File: config.mk
export PLATFORM = sky130hd
export DESIGN_NAME = melody_sequencer
export DESIGN_NICKNAME = d
export VERILOG_FILES = /design/src/rtl/music_pkg.sv /design/src/rtl/melody_rom.sv /design/src/rtl/melody_sequencer.sv
export SDC_FILE = /design/constraint.sdc
export NUM_CORES = 1
export LEC_CHECK = 0
export ABC_AREA = 1
export CELL_PAD_IN_SITES_DETAIL_PLACEMENT = 1
export CELL_PAD_IN_SITES_GLOBAL_PLACEMENT = 1
export CORE_ASPECT_RATIO = 0.75
export CORE_MARGIN = 2
export CORE_UTILIZATION = 45
export CTS_BUF_LIST = sky130_fd_sc_hd__clkbuf_2
export CTS_CLUSTER_DIAMETER = 200
export DETAILED_ROUTE_END_ITERATION = 10
export DONT_BUFFER_PORTS = 1
export GPL_TIMING_DRIVEN = 0
export PLACE_DENSITY = 0.77
export SKIP_CTS_REPAIR_TIMING = 1
export SKIP_LAST_GASP = 1
export SLEW_MARGIN = 5
export SYNTH_ARGS = -nofsm -noshare
export SYNTH_HDL_FRONTEND = slang
export SYNTH_SLANG_ARGS = --single-unit
File: constraint.sdc
create_clock -name clk -period 14.5 [get_ports clk]
set_input_delay 3.625 -clock clk [delete_from_list [all_inputs] [get_ports clk]]
set_output_delay 3.625 -clock clk [all_outputs]
set_load 0.05 [all_outputs]
File: src/rtl/music_pkg.sv
// music_pkg: shared definitions for the melody player.
//
// Contents:
//   - state_t       : sequencer FSM state encoding (IDLE, PLAY, GAP, PAUSE)
//   - P_*           : 5-bit pitch codes (0 = rest, 1..7 low, 8..14 mid,
//                     15..21 high DO..XI, 22..31 rest)
//   - DUR_*         : 3-bit duration codes (1/4, 1/2, 3/4, 1, 2 beats)
//   - pitch_period  : pitch code -> tone period in 100 MHz clk cycles
//   - dur_mult      : duration code -> number of quarter beats
//   - song_entry    : packs {pitch, duration} into one 8-bit song-table word
package music_pkg;

    localparam int PITCH_W  = 5;
    localparam int DUR_W    = 3;
    localparam int PERIOD_W = 19;
    localparam int IDX_W    = 6;
    localparam int CNT_W    = 28;

    typedef enum logic [1:0] {
        S_IDLE  = 2'd0,
        S_PLAY  = 2'd1,
        S_GAP   = 2'd2,
        S_PAUSE = 2'd3
    } state_t;

    localparam logic [PITCH_W-1:0] P_REST = 5'd0;
    localparam logic [PITCH_W-1:0] P_L1 = 5'd1,  P_L2 = 5'd2,  P_L3 = 5'd3,  P_L4 = 5'd4;
    localparam logic [PITCH_W-1:0] P_L5 = 5'd5,  P_L6 = 5'd6,  P_L7 = 5'd7;
    localparam logic [PITCH_W-1:0] P_M1 = 5'd8,  P_M2 = 5'd9,  P_M3 = 5'd10, P_M4 = 5'd11;
    localparam logic [PITCH_W-1:0] P_M5 = 5'd12, P_M6 = 5'd13, P_M7 = 5'd14;
    localparam logic [PITCH_W-1:0] P_H1 = 5'd15, P_H2 = 5'd16, P_H3 = 5'd17, P_H4 = 5'd18;
    localparam logic [PITCH_W-1:0] P_H5 = 5'd19, P_H6 = 5'd20, P_H7 = 5'd21;

    localparam logic [DUR_W-1:0] DUR_QTR  = 3'd0;
    localparam logic [DUR_W-1:0] DUR_HALF = 3'd1;
    localparam logic [DUR_W-1:0] DUR_3QTR = 3'd2;
    localparam logic [DUR_W-1:0] DUR_ONE  = 3'd3;
    localparam logic [DUR_W-1:0] DUR_TWO  = 3'd4;

    // Periods are round(100e6 / f) using the integer note frequencies
    // 262..494 Hz (low), 523..988 Hz (mid), 1046..1976 Hz (high).
    function automatic logic [PERIOD_W-1:0] pitch_period(input logic [PITCH_W-1:0] code);
        logic [PERIOD_W-1:0] p;
        case (code)
            5'd1:    p = 19'd381679;
            5'd2:    p = 19'd340136;
            5'd3:    p = 19'd303030;
            5'd4:    p = 19'd286533;
            5'd5:    p = 19'd255102;
            5'd6:    p = 19'd227273;
            5'd7:    p = 19'd202429;
            5'd8:    p = 19'd191205;
            5'd9:    p = 19'd170358;
            5'd10:   p = 19'd151745;
            5'd11:   p = 19'd143266;
            5'd12:   p = 19'd127551;
            5'd13:   p = 19'd113636;
            5'd14:   p = 19'd101215;
            5'd15:   p = 19'd95602;
            5'd16:   p = 19'd85106;
            5'd17:   p = 19'd75873;
            5'd18:   p = 19'd71582;
            5'd19:   p = 19'd63776;
            5'd20:   p = 19'd56818;
            5'd21:   p = 19'd50607;
            default: p = '0;
        endcase
        return p;
    endfunction

    // Unused duration codes 5..7 play as one beat.
    function automatic logic [3:0] dur_mult(input logic [DUR_W-1:0] code);
        logic [3:0] k;
        case (code)
            DUR_QTR:  k = 4'd1;
            DUR_HALF: k = 4'd2;
            DUR_3QTR: k = 4'd3;
            DUR_ONE:  k = 4'd4;
            DUR_TWO:  k = 4'd8;
            default:  k = 4'd4;
        endcase
        return k;
    endfunction

    function automatic logic [PITCH_W+DUR_W-1:0] song_entry(input logic [PITCH_W-1:0] pitch,
                                                          input logic [DUR_W-1:0]   dur);
        return {pitch, dur};
    endfunction

endpackage

File: src/rtl/melody_rom.sv
// melody_rom: combinational song table. Swap this file to change the song.
//
// Ports:
//   addr [5:0] : song-table entry index
//   data [7:0] : {pitch[4:0], dur[2:0]} for that entry; rest for unused slots
//
// Entries 0..3 form the short reference phrase; the remainder is a tune.
module melody_rom
    import music_pkg::*;
(
    input  logic [IDX_W-1:0]         addr,
    output logic [PITCH_W+DUR_W-1:0] data
);

    always_comb begin
        data = song_entry(P_REST, DUR_ONE);
        case (addr)
            6'd0:  data = song_entry(P_M1,   DUR_ONE);
            6'd1:  data = song_entry(P_REST, DUR_HALF);
            6'd2:  data = song_entry(P_M5,   DUR_3QTR);
            6'd3:  data = song_entry(P_L5,   DUR_QTR);
            6'd4:  data = song_entry(P_M1,   DUR_HALF);
            6'd5:  data = song_entry(P_M1,   DUR_HALF);
            6'd6:  data = song_entry(P_M5,   DUR_HALF);
            6'd7:  data = song_entry(P_M5,   DUR_HALF);
            6'd8:  data = song_entry(P_M6,   DUR_HALF);
            6'd9:  data = song_entry(P_M6,   DUR_HALF);
            6'd10: data = song_entry(P_M5,   DUR_ONE);
            6'd11: data = song_entry(P_M4,   DUR_HALF);
            6'd12: data = song_entry(P_M4,   DUR_HALF);
            6'd13: data = song_entry(P_M3,   DUR_HALF);
            6'd14: data = song_entry(P_M3,   DUR_HALF);
            6'd15: data = song_entry(P_M2,   DUR_HALF);
            6'd16: data = song_entry(P_M2,   DUR_HALF);
            6'd17: data = song_entry(P_M1,   DUR_ONE);
            6'd18: data = song_entry(P_M5,   DUR_HALF);
            6'd19: data = song_entry(P_M5,   DUR_HALF);
            6'd20: data = song_entry(P_M4,   DUR_HALF);
            6'd21: data = song_entry(P_M4,   DUR_HALF);
            6'd22: data = song_entry(P_M3,   DUR_HALF);
            6'd23: data = song_entry(P_M3,   DUR_HALF);
            6'd24: data = song_entry(P_M2,   DUR_ONE);
            6'd25: data = song_entry(P_M5,   DUR_HALF);
            6'd26: data = song_entry(P_M5,   DUR_HALF);
            6'd27: data = song_entry(P_M4,   DUR_HALF);
            6'd28: data = song_entry(P_M4,   DUR_HALF);
            6'd29: data = song_entry(P_M3,   DUR_HALF);
            6'd30: data = song_entry(P_M3,   DUR_HALF);
            6'd31: data = song_entry(P_M2,   DUR_ONE);
            6'd32: data = song_entry(P_H1,   DUR_QTR);
            6'd33: data = song_entry(P_M7,   DUR_QTR);
            6'd34: data = song_entry(P_M6,   DUR_HALF);
            6'd35: data = song_entry(P_M1,   DUR_TWO);
            default: data = song_entry(P_REST, DUR_ONE);
        endcase
    end

endmodule

File: src/rtl/melody_sequencer.sv
// melody_sequencer: steps through the song table in melody_rom and drives a
// downstream tone generator with a period and a gate.
//
// Build option: define MELODY_SEQ_GAP_EN to add a GAP_CYCLES-long silent
// articulation gap at the end of every note. Without it each note sounds for
// its full length and repeated equal notes run together.
//
// Ports:
//   clk, rst_n   : 100 MHz clock, asynchronous active-low reset
//   start        : pulse, (re)start playback at entry 0
//   stop         : pulse, abort playback to IDLE (no done pulse)
//   pause        : pulse, toggle pause/resume while playing (ignored in IDLE)
//   loop_en      : level, wrap from the last entry to entry 0
//   note_period  : tone period in clk cycles, 0 for silence/rest
//   note_gate    : high while the tone must sound
//   note_idx     : current song-table entry
//   busy         : high in every state except IDLE
//   done         : one-cycle pulse when the song ends with loop_en low
//   state        : current FSM state, for observation
//
// Control pulses are single-cycle strobes sampled on every rising clk edge;
// there is no back-pressure. Simultaneous pulses resolve stop > start > pause.
// All outputs are registered and change on the edge that samples the pulse.
module melody_sequencer
    import music_pkg::*;
#(
    parameter int BEAT_CYCLES = 100_000_000,
    parameter int SONG_LEN    = 36,
    parameter int GAP_CYCLES  = 5_000_000
) (
    input  logic                clk,
    input  logic                rst_n,
    input  logic                start,
    input  logic                stop,
    input  logic                pause,
    input  logic                loop_en,
    output logic [PERIOD_W-1:0] note_period,
    output logic                note_gate,
    output logic [IDX_W-1:0]    note_idx,
    output logic                busy,
    output logic                done,
    output state_t              state
);

    localparam logic [CNT_W-1:0] QUARTER  = CNT_W'(BEAT_CYCLES / 4);
    localparam logic [IDX_W-1:0] LAST_IDX = IDX_W'(SONG_LEN - 1);
`ifdef MELODY_SEQ_GAP_EN
    localparam logic [CNT_W-1:0] GAP_LEN  = CNT_W'(GAP_CYCLES);
`endif

    if (SONG_LEN < 1 || SONG_LEN > 64 || GAP_CYCLES >= BEAT_CYCLES / 4) begin : g_param_check
        $error("melody_sequencer: SONG_LEN or GAP_CYCLES out of range");
    end

    state_t                     saved;      // state to resume into after PAUSE
    logic [CNT_W-1:0]           cnt;        // cycles elapsed in the current entry
    logic [CNT_W-1:0]           len;        // length of the current entry

    state_t                     state_d, saved_d, run_state;
    logic [CNT_W-1:0]           cnt_d, len_d, run_cnt;
    logic [PERIOD_W-1:0]        period_d;
    logic                       gate_d, done_d, run_next, run_end;
    logic [IDX_W-1:0]           idx_d, fetch_idx;
    logic [PITCH_W+DUR_W-1:0]   rom_data;
    logic [PERIOD_W-1:0]        entry_period;
    logic [CNT_W-1:0]           entry_len;

    // The ROM is always addressed with the entry that would be loaded next,
    // so a new note's period and length are ready on the loading edge.
    always_comb begin
        fetch_idx = (start || note_idx == LAST_IDX) ? '0 : note_idx + 6'd1;
    end

    melody_rom u_rom (
        .addr (fetch_idx),
        .data (rom_data)
    );

    assign entry_period = pitch_period(rom_data[DUR_W +: PITCH_W]);
    assign entry_len    = QUARTER * CNT_W'(dur_mult(rom_data[DUR_W-1:0]));

    // One step of a running note: either the entry finishes, or the count
    // advances (entering GAP once the sounding part is used up).
    always_comb begin
        run_state = state;
        run_cnt   = cnt + 28'd1;
        run_next  = 1'b0;
        if (state == S_PLAY || state == S_GAP) begin
            if (cnt == len - 28'd1) begin
                run_next = 1'b1;
            end
`ifdef MELODY_SEQ_GAP_EN
            else if (state == S_PLAY && run_cnt == len - GAP_LEN) begin
                run_state = S_GAP;
            end
`endif
        end
    end

    assign run_end = run_next && (note_idx == LAST_IDX) && !loop_en;

    always_comb begin
        state_d  = state;
        saved_d  = saved;
        cnt_d    = cnt;
        len_d    = len;
        period_d = note_period;
        gate_d   = note_gate;
        idx_d    = note_idx;
        done_d   = 1'b0;

        if (stop) begin
            state_d  = S_IDLE;
            saved_d  = S_IDLE;
            cnt_d    = '0;
            period_d = '0;
            gate_d   = 1'b0;
            idx_d    = '0;
        end else if (start) begin
            state_d  = S_PLAY;
            saved_d  = S_PLAY;
            cnt_d    = '0;
            len_d    = entry_len;
            period_d = entry_period;
            gate_d   = (entry_period != '0);
            idx_d    = '0;
        end else begin
            case (state)
                S_PLAY, S_GAP: begin
                    if (run_end) begin
                        state_d  = S_IDLE;
                        cnt_d    = '0;
                        period_d = '0;
                        gate_d   = 1'b0;
                        idx_d    = '0;
                        done_d   = 1'b1;
                    end else begin
                        if (run_next) begin
                            state_d  = S_PLAY;
                            cnt_d    = '0;
                            len_d    = entry_len;
                            period_d = entry_period;
                            idx_d    = fetch_idx;
                        end else begin
                            state_d = run_state;
                            cnt_d   = run_cnt;
                        end
                        gate_d = (state_d == S_PLAY) && (period_d != '0);
                        // The pausing edge still counts as a played cycle, so
                        // paused time is excluded exactly from the note length.
                        if (pause) begin
                            saved_d = state_d;
                            state_d = S_PAUSE;
                            gate_d  = 1'b0;
                        end
                    end
                end
                S_PAUSE: begin
                    if (pause) begin
                        state_d = saved;
                        gate_d  = (saved == S_PLAY) && (note_period != '0);
                    end
                end
                default: begin
                end
            endcase
        end
    end

    always_ff @(posedge clk or negedge rst_n) begin
        if (!rst_n) begin
            state       <= S_IDLE;
            saved       <= S_IDLE;
            cnt         <= '0;
            len         <= '0;
            note_period <= '0;
            note_gate   <= 1'b0;
            note_idx    <= '0;
            busy        <= 1'b0;
            done        <= 1'b0;
        end else begin
            state       <= state_d;
            saved       <= saved_d;
            cnt         <= cnt_d;
            len         <= len_d;
            note_period <= period_d;
            note_gate   <= gate_d;
            note_idx    <= idx_d;
            busy        <= (state_d != S_IDLE);
            done        <= done_d;
        end
    end

endmodule

# Word-level counts from Yosys, hierarchy flattened
# Memory sizes are Yosys's and may differ from the RTL's.
# Index checks and enable logic that the tools add are counted.
# word_totals
ff_bits	88
rom_bits	1056
inputBits	6
out_inout_bits	30
word_cells	105
memories	2
# mem_list
name	depth	width	read_ports	rd_ports_with_merged_regs	write_ports	line	rtl
(no name shown)	32	19	1	0	0	music_pkg.sv:44	case (code)
(no name shown)	64	7	1	0	0	melody_rom.sv:17	case (addr)
# classes
n_addsub	3
mul	1
n_eq_ne	13
n_mux	53
bitwise_logic	1
reduce_logical	23
# op_table
op	count
28-bit two-way mux	9
19-bit two-way mux	9
19-bit nonzero test	3
6-bit two-way mux	6
2-bit two-way mux	15
28-bit by 1-bit adder with 28-bit output (second input constant)	1
28-bit equality test	1
28-bit by 1-bit subtractor with 28-bit output (second input constant)	1
19-bit by 4-bit multiplier with 22-bit output (first input constant)	1
4-bit case mux with 4 select lines	1
1-bit two-way mux	11
4-bit nonzero test	2
6-bit by 1-bit adder with 6-bit output (second input constant)	1
2-bit by 1-bit equality test with 1-bit output (second input constant)	3
6-bit equality test (second input constant)	1
2-bit nonzero test	3
3-bit nonzero test	2
2-bit equality test (second input constant)	2
1-bit logical AND	4
4-bit != test (second input constant)	1
2-bit case mux with 2 select lines	1
2-bit AND reduction	2
4-bit AND reduction	1
3-bit by 1-bit equality test with 1-bit output (second input constant)	1
other kinds (11)	12

# Longest topological paths before layout
# Gate-level depths: netlist (run 1).
# logic_depth
depth_word	17
ltp_mapped	32
ltp_nobuf	32

# Hierarchy
# From an unflattened synthesis (run 1), not the netlist that was laid out.
# hier_totals
cells_unflattened	1014
hier_area_um2	6701.4
# by_module_without_submodules
module	instances	cells_each	area_each_um2	seq_area_each_um2
melody_sequencer	1	950	6351.1	1926.8
melody_rom	1	64	350.3	0.0

# Worst setup path before layout (run 1)
# Ideal clock, no wire load.
# synth_timing
path_kind	input -> register
from	input port start
to	register len[24]
t_arrival_ns	7.617
slack_ns	6.751
cell_stages	26
cell_sequence	inv_1 nand2_1 nor2_1 ha_1 nor3_1 nor2_1 o21ai_0 nand2_1 nand2_1 o211ai_1 nand2_1 a31oi_1 nor2_1 inv_1 nor2_1 ha_1 inv_1 fa_1 inv_1 ha_1 a31o_2 a31oi_1 o21ai_0 a21oi_1 xor2_1 o21ai_1
# synth_via
elab_chain_len	10
# synth_rtl
item	line	rtl
from (decl)	melody_sequencer.sv:33	input logic start,
1-bit logical OR	melody_sequencer.sv:71	fetch_idx = (start || note_idx == LAST_IDX) ? '0 : note_idx + 6'd1;
6-bit two-way mux	melody_sequencer.sv:71	
memory 64 x 7 bit	--	
3-bit equality test (tied with other cells)	music_pkg.sv:74	case (code)
4-bit case mux with 4 select lines	music_pkg.sv:74	
19-bit by 4-bit multiplier with 22-bit output	melody_sequencer.sv:80	assign entry_len = QUARTER * CNT_W'(dur_mult(rom_data[DUR_W-1:0]));
28-bit two-way mux	melody_sequencer.sv:138	if (run_next) begin
28-bit two-way mux	melody_sequencer.sv:130	if (run_end) begin
28-bit two-way mux	melody_sequencer.sv:128	case (state)
28-bit two-way mux	melody_sequencer.sv:119	end else if (start) begin
to (signal assigned)	melody_sequencer.sv:185	len <= len_d;
to (decl)	melody_sequencer.sv:57	logic [CNT_W-1:0] len;
# Several ways; a longest one is shown, not always the timed one. The select of a mux whose other input is x is not followed.
# A chain may end at the register's enable or synchronous reset.

# Worst setup path after layout (run 1)
# layout_timing
from	input port start
to	register len[23]
# Same word-level chain as after synthesis.

==> run_results.csv, run 1 <==
group,metric,value,unit
synthesis,syn_nets,1102,
place,dpl.hpwl,18.1,mm
setup_path,end_kind,"flip-flop",
pwr,seq_power_share,0.390,
sta,finalCriticalPeriod,8280,ps
pwr,netSwitchingFraction,0.478,
run,cap_viol_max_count,0,
setup_path,crit_top_cell,"nand2_1",
detailed_routing,ant_nets,0,
synthesis,yosys.area.top_type_share,0.280,
sta,slew_headroom,0.511,
setup_path,required,15010,ps
synthesis,synth_edf_count,0,
pwr,power.density,99.3,nW/um^2
detailed_routing,vias,6960,
pwr,p_comb_frac,0.420,
layout,drive_above_1_share,0.102,
synthesis,netlist_area,6980,sq um
synthesis,syn_inst,1060,
cts,root_buffer,"clkbuf_2",
detailed_routing,drt_iter0_drc,453,
cts,clk_path_buf_depth,2,
global_routing,gr-usage-all-layers,0.288,
floorplan,die_w,148,um
sta,timing.fmax,121,MHz
cts,cts_tree,"done",
setup_path,crit_slowest_cell,"fa_1",
global_routing,grt_pass1_vias,7065,
sta,setup_tns,0,ps
sta,rsz0062_at_grt,"no",
synthesis,synth_area_leaders,"dfrtp_1 28%, nand2_1 17%, nand3_1 7.2%, inv_1 6.6%, nor2_1 6.3%",
sta,fin_skew,51.3,ps
sta,finalCritPeriodShare,0.571,
detailed_routing,post_drt_wl_per_cell,17.6,um
place,gp_congestion,0.958,
sta,finalMaxSlewViolations,0,
outcome,status,"finished, final reports clean",
setup_path,startpoint_type,"primary input",
pwr,p_clk_frac,0.190,
setup_path,ff2ff_setup_slack,8070,ps
global_routing,antenna_found_initial,1,
detailed_routing,via_per_inst,5.43,
synthesis,syn_area_per_cell,6.58,sq um
detailed_routing,wl,22.5,mm
layout,area_growth,5.52,%
setup_path,arrival,8780,ps
global_routing,grt_pass1_wl,37.6,mm
place,placed_cells,1265,
floorplan,rows,39,
synthesis,synth_cell_type_count,48,
setup_path,critPathLaunch,"start",
sta,tightest_slew,734,ps
setup_path,timing.rr.start,"note_idx[0]$_DFFE_PN0P_",
setup_path,rr_endpoint,"len[23]$_DFFE_PN0P_",
synthesis,ys_seq_elements,78,
layout,fin_nets,1113,
setup_path,path_class,"in -> reg",
cts,cts.clk_slew.worst_paths,220,ps
floorplan,ios,36,
place,numPortBuffers,0,
floorplan,start_util,0.460,
sta,setup_viol,0,
synthesis,netlist.top_cell.by_area,"dfrtp_1",
floorplan,core-area,15200,sq um
cts,cts_buffers,9,
pwr,power.leakage,3.79,nW
detailed_routing,drc,0,
synthesis,ys_seq_area_frac,0.280,
synthesis,yosys_warnings,0,
worst_hold_path,min_path_cells,2,
pwr,p_int,0.382,mW
cts,htree_levels,3,
cts,clk_latency,630,ps
pwr,ir_drop,0.0000667,V
sta,hold_ws,574,ps
pwr,power_switching,0.349,mW
worst_hold_path,hold_class,"reg -> reg",
setup_path,slowest_delay,510,ps
floorplan,dieArea,16500,sq um
synthesis,synthFlopType,"dfrtp_1",
setup_path,worstRegToRegCells,32,
global_routing,grt_overflow,0,
detailed_routing,drt-pass1-iter-count,5,
sta,hold_viol,0,
worst_hold_path,hold_start,"len[26]$_DFFE_PN0P_",
synthesis,synth-async-reset-ratio,1.00,
layout,fin_cells,1282,
cts,cts.sinks,78,
worst_hold_path,hold-path-endpoint,"len[26]$_DFFE_PN0P_",
setup_path,critPathMaxFanout,7,
global_routing,grt_max_degree,79,
floorplan,die_y,112,um
pwr,power,0.731,mW
-- metrics by stage --
stage               setup WS (ps)   util  area [sq um]
finish                       6220  0.485          7360
global route                 5810  0.485          7360
CTS                          6280  0.485          7360
detailed placement           5620  0.477          7240
global placement             5720  0.477          7240
floorplan                    6750      -          6980
-- synth_stat cells (5+ instances only) --
library cell / n
nand2_1: 324
inv_1: 123
nor2_1: 118
nand3_1: 101
dfrtp_1: 78
a21oi_1: 38
ha_1: 29
o21ai_0: 26
xor2_1: 18
nor3_1: 17
nor2_2: 16
o21ai_1: 15
nand2_2: 13
nand4_1: 13
nor2_4: 12
xnor2_1: 12
inv_2: 10
clkbuf_1: 9
fa_1: 7
or2_2: 7
a31oi_1: 6
nand3_2: 6
nand3b_1: 6
nor4_1: 6
buf_2: 5
nor3b_1: 5
-- cell usage in the layout (no fill, tap or decap), types with 7 or more instances in the layout --
master,instances
nor2_1,118
inv_1,123
nor3_1,17
xor2_1,18
inv_2,10
fa_1,7
nand2_1,324
clkbuf_2,9
nor2_4,12
nand3_1,101
a21oi_1,38
dfrtp_1,78
or2_2,7
o21ai_0,26
nor2_2,16
o21ai_1,15
nand4_1,13
nand2_2,13
xnor2_1,12
ha_1,29
clkbuf_1,9
-- worst max-delay path by stage --
stage                                endpoint  cells after the start
after floorplan           len[24]$_DFFE_PN0P_                     26
after global placement    len[23]$_DFFE_PN0P_                     29
after detailed placement  len[24]$_DFFE_PN0P_                     26
after CTS                 len[23]$_DFFE_PN0P_                     29
after global routing      len[23]$_DFFE_PN0P_                     29
final                     len[23]$_DFFE_PN0P_                     29
-- worst max-delay path: cells and delay by family --
kind | cells | cell delay [ps]
AO/OA/AOI/OAI | 6 | 1120
adder cells (fa/ha/maj) | 4 | 1740
buffers and inverters | 4 | 550
AND/OR/NAND/NOR | 15 | 1720
-- cells by family after synthesis --
kind of cell,share of synthesized area
other cells,0.000537
flops,0.280
buf+inv,0.0864
xor+xnor,0.0376
simple gates,0.437
compound gates,0.0871
fa+ha+maj,0.0721
-- registers in the layout, summed over array words and instances (netlist names) --
register	cells
cnt	28
note_period	19
len	18
note_idx	6
saved	2
state	2
busy	1
done	1
note_gate	1
-- final cells by class --
cell class	count	area, sq um
Multi-Input combinational cell	830	4420
Antenna cell	1	2.50
Buffer	19	104
Sequential cell	78	1950
Clock inverter	7	81.3
Clock buffer	9	45.0
Tap cell	205	256
Fill cell	2078	7810
Inverter	133	499
-- power groups by stage --
stage,Sequential (mW),Combinational [mW],Clock (mW)
2_1_floorplan,0.279,0.229,0
3_5_place_dp,0.289,0.302,0
6_report,0.285,0.307,0.139
3_3_place_gp,0.288,0.293,0
5_1_grt,0.288,0.348,0.151
4_1_cts,0.285,0.304,0.143
-- layer usage --
layer | GRT usage | vias up | wire length (um)
li1 | - | 3420 | -
met1 | 0.441 | 3385 | 11600
met2 | 0.430 | 137 | 9570
met4 | 0.0494 | 0 | 213
met3 | 0.0484 | 18 | 1120
met5 | 0 | - | 0
Note: power is estimated with default switching activity, not from simulation.
==> run 2, diff against run 1 <==
- CORE_UTILIZATION: 45 -> 43
- clock period: 14.5 -> 7.1 ns (I/O delays scaled with it)
==> run 2 against run 1 <==
Effect of this change:
- die area up 4.5%
- non-clock buffer count is the same
- wire length down 0.98%
==> run_results.csv, run 2 (synthesized netlist as in run 1, its figures left out) <==
group,metric,value,unit
cts,root_buffer,"clkbuf_2",
global_routing,grt_max_degree,79,
place,placed_cells,1270,
global_routing,grt_overflow,0,
global_routing,grt_pass1_wl,36.7,mm
cts,clk_path_buf_depth,2,
cts,cts_buffers,9,
detailed_routing,vias,6854,
pwr,ir_drop,0.000107,V
global_routing,antenna_found_initial,1,
place,numPortBuffers,0,
setup_path,slowest_delay,510,ps
cts,clk_latency,630,ps
sta,setup_viol,0,
setup_path,crit_slowest_cell,"fa_1",
place,dpl.hpwl,17.9,mm
run,cap_viol_max_count,0,
cts,cts.clk_slew.worst_paths,230,ps
sta,setup_tns,0,ps
setup_path,end_kind,"flip-flop",
layout,drive_above_1_share,0.102,
pwr,power.leakage,3.80,nW
setup_path,worstRegToRegCells,32,
outcome,status,"finished, final reports clean",
worst_hold_path,min_path_cells,2,
detailed_routing,drc,0,
setup_path,rr_endpoint,"len[23]$_DFFE_PN0P_",
detailed_routing,via_per_inst,5.33,
sta,slew_headroom,0.525,
sta,finalCritPeriodShare,0.897,
detailed_routing,wl,22.3,mm
setup_path,critPathMaxFanout,7,
layout,final_common_cell,"nand2_1",
floorplan,start_util,0.437,
setup_path,path_class,"in -> reg",
global_routing,gr-usage-all-layers,0.271,
sta,rsz0062_at_grt,"no",
place,gp_congestion,0.943,
sta,finalMaxSlewViolations,0,
detailed_routing,drt-pass1-iter-count,5,
pwr,seq_power_share,0.391,
layout,area_growth,5.58,%
layout,top_register,"cnt",
cts,htree_levels,3,
worst_hold_path,hold_start,"len[26]$_DFFE_PN0P_",
cts,cts_tree,"done",
pwr,p_clk_frac,0.188,
pwr,power.density,202,nW/um^2
layout,nFillCells,2142,
place,pre_cts_ws,27.8,ps
setup_path,crit_top_cell,"nand2_1",
setup_path,required,7630,ps
sta,tightest_slew,712,ps
setup_path,arrival,6900,ps
detailed_routing,post_drt_wl_per_cell,17.3,um
pwr,netSwitchingFraction,0.475,
sta,timing.fmax,157,MHz
setup_path,ff2ff_setup_slack,750,ps
pwr,p_int,0.781,mW
floorplan,die_y,114,um
floorplan,die_w,151,um
layout,largest_reg_flops,28,
detailed_routing,ant_nets,0,
sta,fin_ws,729,ps
setup_path,startpoint_type,"primary input",
layout,fin_nets,1113,
sta,hold_viol,0,
layout,reg_top3,"cnt (28), note_period (19), len (18)",
layout,fin_cells,1287,
sta,fin_skew,37.9,ps
global_routing,grt_pass1_vias,6727,
detailed_routing,drt_iter0_drc,471,
sta,finalCriticalPeriod,6370,ps
pwr,power_switching,0.707,mW
sta,hold_ws,578,ps
floorplan,ios,36,
floorplan,dieArea,17300,sq um
floorplan,rows,40,
worst_hold_path,hold_class,"reg -> reg",
setup_path,timing.rr.start,"note_idx[0]$_DFFE_PN0P_",
floorplan,core-area,16000,sq um
worst_hold_path,hold-path-endpoint,"len[26]$_DFFE_PN0P_",
cts,cts.sinks,78,
pwr,power,1.49,mW
pwr,p_comb_frac,0.420,
layout,layout_common_cells,"324 x nand2_1, 123 x inv_1, 118 x nor2_1",
-- run 2: changes by cell type in the layout (fill, tap and decap cells not counted) --
cell and change:
clkinv_4 +1, inv_6 +2, inv_8 -1, clkinvlp_4 -3, clkinv_2 +1
-- run 2: area by class of cell --
type                    count  area (sq um)  share of cell area
flip-flops and latches     78          1950               0.265
plain buffers              19           104              0.0141
clock buffers               9          45.0             0.00611
diodes                      1          2.50            0.000340
multi-input cells         830          4420               0.600
inverters                 133           499              0.0678
well taps                 210           263              0.0357
clock inverters             7          78.8              0.0107
-- run 2: routing by layer --
layer  global-route usage  part of all wire  vias to the layer above
met5                    0                 0                        -
met4               0.0449            0.0063                        0
met3               0.0398             0.044                       11
met2                0.394              0.42                      127
met1                0.428              0.53                     3305
li1                     -                 -                     3411
-- run 2: how the worst max path moves through the flow --
stage                                        from                  end
after global placement                      start  len[24]$_DFFE_PN0P_
after global routing      note_idx[0]$_DFFE_PN0P_  len[25]$_DFFE_PN0P_
final                                       start  len[23]$_DFFE_PN0P_
after floorplan                             start  len[24]$_DFFE_PN0P_
after detailed placement                    start  len[24]$_DFFE_PN0P_
after CTS                 note_idx[0]$_DFFE_PN0P_  len[24]$_DFFE_PN0P_
-- run 2: stage by stage --
stage | instance area, sq um | utilization
after floorplan | 6980 | -
after global placement | 7240 | 0.454
after detailed placement | 7240 | 0.454
after CTS | 7370 | 0.461
after global routing | 7370 | 0.462
final | 7370 | 0.462
-- run 2: worst max-delay path, delay by kind of cell --
kind,cells,cell delay (ps)
adder cells (fa/ha/maj),4,1750
AND/OR/NAND/NOR,15,1660
AO/OA/AOI/OAI,6,1100
buffers and inverters,4,590
-- run 2: power by group through the flow --
stage / Sequential (mW) / Combinational (mW) / Clock [mW]
2_1_floorplan: 0.570 / 0.467 / 0
3_3_place_gp: 0.590 / 0.598 / 0
3_5_place_dp: 0.590 / 0.616 / 0
4_1_cts: 0.582 / 0.620 / 0.291
5_1_grt: 0.589 / 0.714 / 0.305
6_report: 0.582 / 0.626 / 0.280
